`src/rtl/en_reg4.sv`:
```
// en_reg4: parameterisable enabled holding register with synchronous clear.
// Q comes straight from the storage flops, so there is no combinational path
// from any input to Q. Each bit lives in its own cell; the top replicates that
// cell across WIDTH and gives each one its own bit of RESET_VALUE.

// One storage bit: clear takes priority over load, and the bit holds otherwise.
module en_reg4_bit #(
  parameter logic RESET_BIT = 1'b0
) (
  input  logic clk,
  input  logic clr,
  input  logic en,
  input  logic d,
  output logic q
);

  // Clear, load or hold, decided only at the rising edge.
  always_ff @(posedge clk) begin
    if (clr)     q <= RESET_BIT;
    else if (en) q <= d;
  end

endmodule

// Top level: WIDTH copies of the bit cell.
module en_reg4 #(
  parameter int               WIDTH       = 4,
  parameter logic [WIDTH-1:0] RESET_VALUE = '0
) (
  input  logic             CLK,
  input  logic             CLR,
  input  logic [WIDTH-1:0] D,
  input  logic             EN,
  output logic [WIDTH-1:0] Q
);

  // CLR and EN fan out to every bit, so all bits change on the same edge.
  for (genvar i = 0; i < WIDTH; i++) begin : g_bit
    en_reg4_bit #(
      .RESET_BIT (RESET_VALUE[i])
    ) u_bit (
      .clk (CLK),
      .clr (CLR),
      .en  (EN),
      .d   (D[i]),
      .q   (Q[i])
    );
  end

endmodule

```
`config.mk`:
```
export PLATFORM = sky130hd
export DESIGN_NAME = en_reg4
export DESIGN_NICKNAME = d
export VERILOG_FILES = /design/src/rtl/en_reg4.sv
export SDC_FILE = /design/constraint.sdc
export NUM_CORES = 1
export LEC_CHECK = 0
export ABC_AREA = 1
export CORE_AREA = 8 8 45 47
export DETAILED_ROUTE_END_ITERATION = 8
export DIE_AREA = 0 0 53 55
export GPL_ROUTABILITY_DRIVEN = 1
export PLACE_DENSITY = 0.39
export SETUP_SLACK_MARGIN = 0.05
export SLEW_MARGIN = 25
export SYNTH_ARGS = -nofsm -noshare
export SYNTH_HDL_FRONTEND = slang
export SYNTH_SLANG_ARGS = --single-unit
```
`constraint.sdc`:
```
create_clock -name CLK -period 1 [get_ports CLK]
set_input_delay 0.15 -clock CLK [delete_from_list [all_inputs] [get_ports CLK]]
set_output_delay 0.15 -clock CLK [all_outputs]
set_load 0.02 [all_outputs]
```
After elaboration in Yosys (flattened, before gate mapping) --
Index checks and enable logic that the tools add are counted.
Storage, ports and cells: bits of input ports 7, register bits 4, output and inout bits 4, word-level logic and storage cells 4

Depth between registers and ports, before layout --
depth in word-level cells 0, depth in mapped cells 4, gate-level depth less buffers 4

By module --
From an unflattened synthesis, not the netlist that was laid out.
Second synthesis, totals: cell total of the unflattened synthesis 28, area, all modules 180.2 sq um
Modules (own cells, without submodules):
- en_reg4_bit | area an instance 45.0 sq um, cells an instance 7, seq. area each 20.0 sq um, times used 4

Worst setup path before layout --
OpenSTA, ideal clock, no wires.
kind flip-flop to output port, start point register g_bit[0].u_bit.q, end point output port Q[0], slack 0.417 ns, data arrival time 0.433 ns, cell stages (with the launch flop) 2, cell sequence dfxtp_1 buf_4
RTL lines:
- start: declaration | RTL line 14 | output logic q
- start signal: assignment | RTL line 19 | if (clr) q <= RESET_BIT;
- start signal: assignment | RTL line 20 | else if (en) q <= d;
- end: declaration | RTL line 34 | output logic [WIDTH-1:0] Q
No word-level cell between the ends.

Worst setup path after layout --
start point register g_bit[0].u_bit.q, end point output port Q[0]
No word-level cell between the ends.

==> results.sh <==
export IMPL_cts_max_path_buffers=2
export IMPL_holdWs_ns=0.466
export IMPL_postCtsResizedCells=16
export IMPL_crit_buf_inv=1
export IMPL_rrSetupSlack_ns=0.42
export IMPL_syn_area_sq_um=203
export IMPL_fp_coreArea_sq_um=1380
export IMPL_timing_rr_start="g_bit[1].u_bit.q$_SDFFE_PP0P_"
export IMPL_rows=14
export IMPL_cts_tree="built"
export IMPL_p_leak_nw=0.153
export IMPL_syn_num_nets=37
export IMPL_nNetsFinal=47
export IMPL_gp_congestion=0.574
export IMPL_layout_min_cycle_time_ns=0.867
export IMPL_hp_start="g_bit[2].u_bit.q$_SDFFE_PP0P_"
export IMPL_worstSetupPathType="register to primary output"
export IMPL_grt_pass1_wl_um=655
export IMPL_antenna_found_initial=0
export IMPL_synth_warnings=0
export IMPL_ant_nets=0
export IMPL_crit_chain="buf_2"
export IMPL_required_ns=0.85
export IMPL_power_density_nw_per_um2=1590
export IMPL_r2r_cells=2
export IMPL_fin_skew_ns=0
export IMPL_startpoint_type="register"
export IMPL_end_kind="primary output"
export IMPL_vias=176
export IMPL_post_cts_buffers=0
export IMPL_yosysUniqueCellTypes=8
export IMPL_syn_to_final_growth_pct=40.1
export IMPL_ir_worst_vdd_mv=0.548
export IMPL_worstMarginPinSlew_ns=0.285
export IMPL_num_io_pins=11
export IMPL_fmax_mhz=1150
export IMPL_critPathMaxStageDelay_ns=0.32
export IMPL_route_detailed_drc=0
export IMPL_die_h_um=55
export IMPL_dp_cells=51
export IMPL_pre_cts_slack_ns=-0.0920
export IMPL_synthCells=30
export IMPL_io_buffers=10
export IMPL_fin_util_pct=20.5
export IMPL_cts_sinks=4
export IMPL_reg_largest_list="g_bit.u_bit.q x4"
export IMPL_wirelength_um=407
export IMPL_final_max_slew_violation_count=0
export IMPL_worst_slack_ns=0.133
export IMPL_clk_latency_ns=0.23
export IMPL_crit_family="flip-flops"
export IMPL_final_cell_mix="nand2_1 (8), nor2_1 (7), clkdlybuf4s50_1 (6)"
export IMPL_grt_setup_unrepaired="no"
export IMPL_cts_buffers=3
export IMPL_finalCritPeriodShare_pct=86.7
export IMPL_cts_root_buffer="clkbuf_4"
export IMPL_cts_hold_fix_buffers=0
export IMPL_final_common_cell="nand2_1"
export IMPL_fin_area_sq_um=284
export IMPL_ys_ff_latch=4
export IMPL_dieArea_sq_um=2920
export IMPL_grt_max_degree=9
export IMPL_grt_overflow_total=0
export IMPL_grt_usage_pct=3.49
export IMPL_fp_dieW_um=53
export IMPL_slew_headroom_pct=81.0
export IMPL_initial_core_util_pct=14.6
export IMPL_routedWlPerCell_um=7.54
export IMPL_slowest_stage="dfxtp_1"
export IMPL_top_register="g_bit.u_bit.q"
export IMPL_r2r_end="g_bit[1].u_bit.q$_SDFFE_PP0P_"
export IMPL_diodes=0
export IMPL_avgSynthCellArea_sq_um=6.76
export IMPL_avgViaCountPerCell=3.26
export IMPL_setup_violations=0
export IMPL_crit_fanout=2
export IMPL_place_area_sq_um=282
export IMPL_stdcell_count=54
export IMPL_hold_path_depth=2
export IMPL_arrival_ns=0.72
export IMPL_hp_class="register to register"
export IMPL_grt_pass1_vias=168
export IMPL_worstHoldEndpoint="g_bit[2].u_bit.q$_SDFFE_PP0P_"
export IMPL_status="finished clean"
export IMPL_max_cap_viol_count=0
export IMPL_drive_gt1_share_pct=23.7
export IMPL_largest_register_ffs=4
export IMPL_first_pass_iters=2
export IMPL_yosysSeqAreaShare_pct=39.5
export IMPL_h_tree_depth=1
export IMPL_drt_initial_drc_count=1
export IMPL_clk_pin_slew_ns=0.04
export IMPL_hold_viol_final=0
[per-stage QoR]
step	total power [mW]	TNS (ns)
6_report	0.452	0
5_1_grt	0.483	0
4_1_cts	0.467	0
3_5_place_dp	0.268	-0.614
3_3_place_gp	0.267	-0.584
2_1_floorplan	0.237	0
[how the worst max path moves through the flow]
| stage | from | endpoint | depth (start not counted) |
|---|---|---|---|
| after floorplan | g_bit[0].u_bit.q$_SDFFE_PP0P_ | Q[0] | 1 |
| after global placement | EN | g_bit[1].u_bit.q$_SDFFE_PP0P_ | 4 |
| after detailed placement | EN | g_bit[1].u_bit.q$_SDFFE_PP0P_ | 4 |
| after CTS | g_bit[1].u_bit.q$_SDFFE_PP0P_ | Q[1] | 1 |
| after global routing | g_bit[0].u_bit.q$_SDFFE_PP0P_ | Q[0] | 1 |
| final | g_bit[0].u_bit.q$_SDFFE_PP0P_ | Q[0] | 1 |
[layer usage]
metal	vias up	GRT usage, %	routed length, um
met5	-	0	0
met4	0	1.29	0
met3	0	5.35	74
met2	10	3.91	168
met1	69	3.18	163
li1	97	-	-
[power by group]
part / leakage, nW / switching, mW / internal, mW
clock network: 0.0138 / 0.0647 / 0.134
registers: 0.0333 / 0.00496 / 0.172
logic: 0.106 / 0.0387 / 0.0379
total: 0.153 / 0.108 / 0.344
[cells in the mapped netlist (all sizes together)]
| cell type | count | area [sq um] |
|---|---|---|
| nand2 | 8 | 30.0 |
| nor2 | 8 | 32.5 |
| buf | 5 | 41.3 |
| inv | 5 | 18.8 |
| dfxtp | 4 | 80.1 |
[kinds of logic (layout without fill, tap and decap cells)]
group,count (synthesis),count (layout),share of synthesized area [%]
DFF,4,4,39.5
and+or+nand+nor,16,16,30.9
buffers and inverters,10,18,29.6
[final cells by class]
cell class / instances / area [sq um]
timing repair buffer: 10 / 80.1
sequential: 4 / 80.1
fill: 171 / 1100
clock buffer: 3 / 22.5
inverter: 5 / 18.8
multi-input combinational: 16 / 62.6
tap: 16 / 20.0
Power figures use the tool's default switching activity.
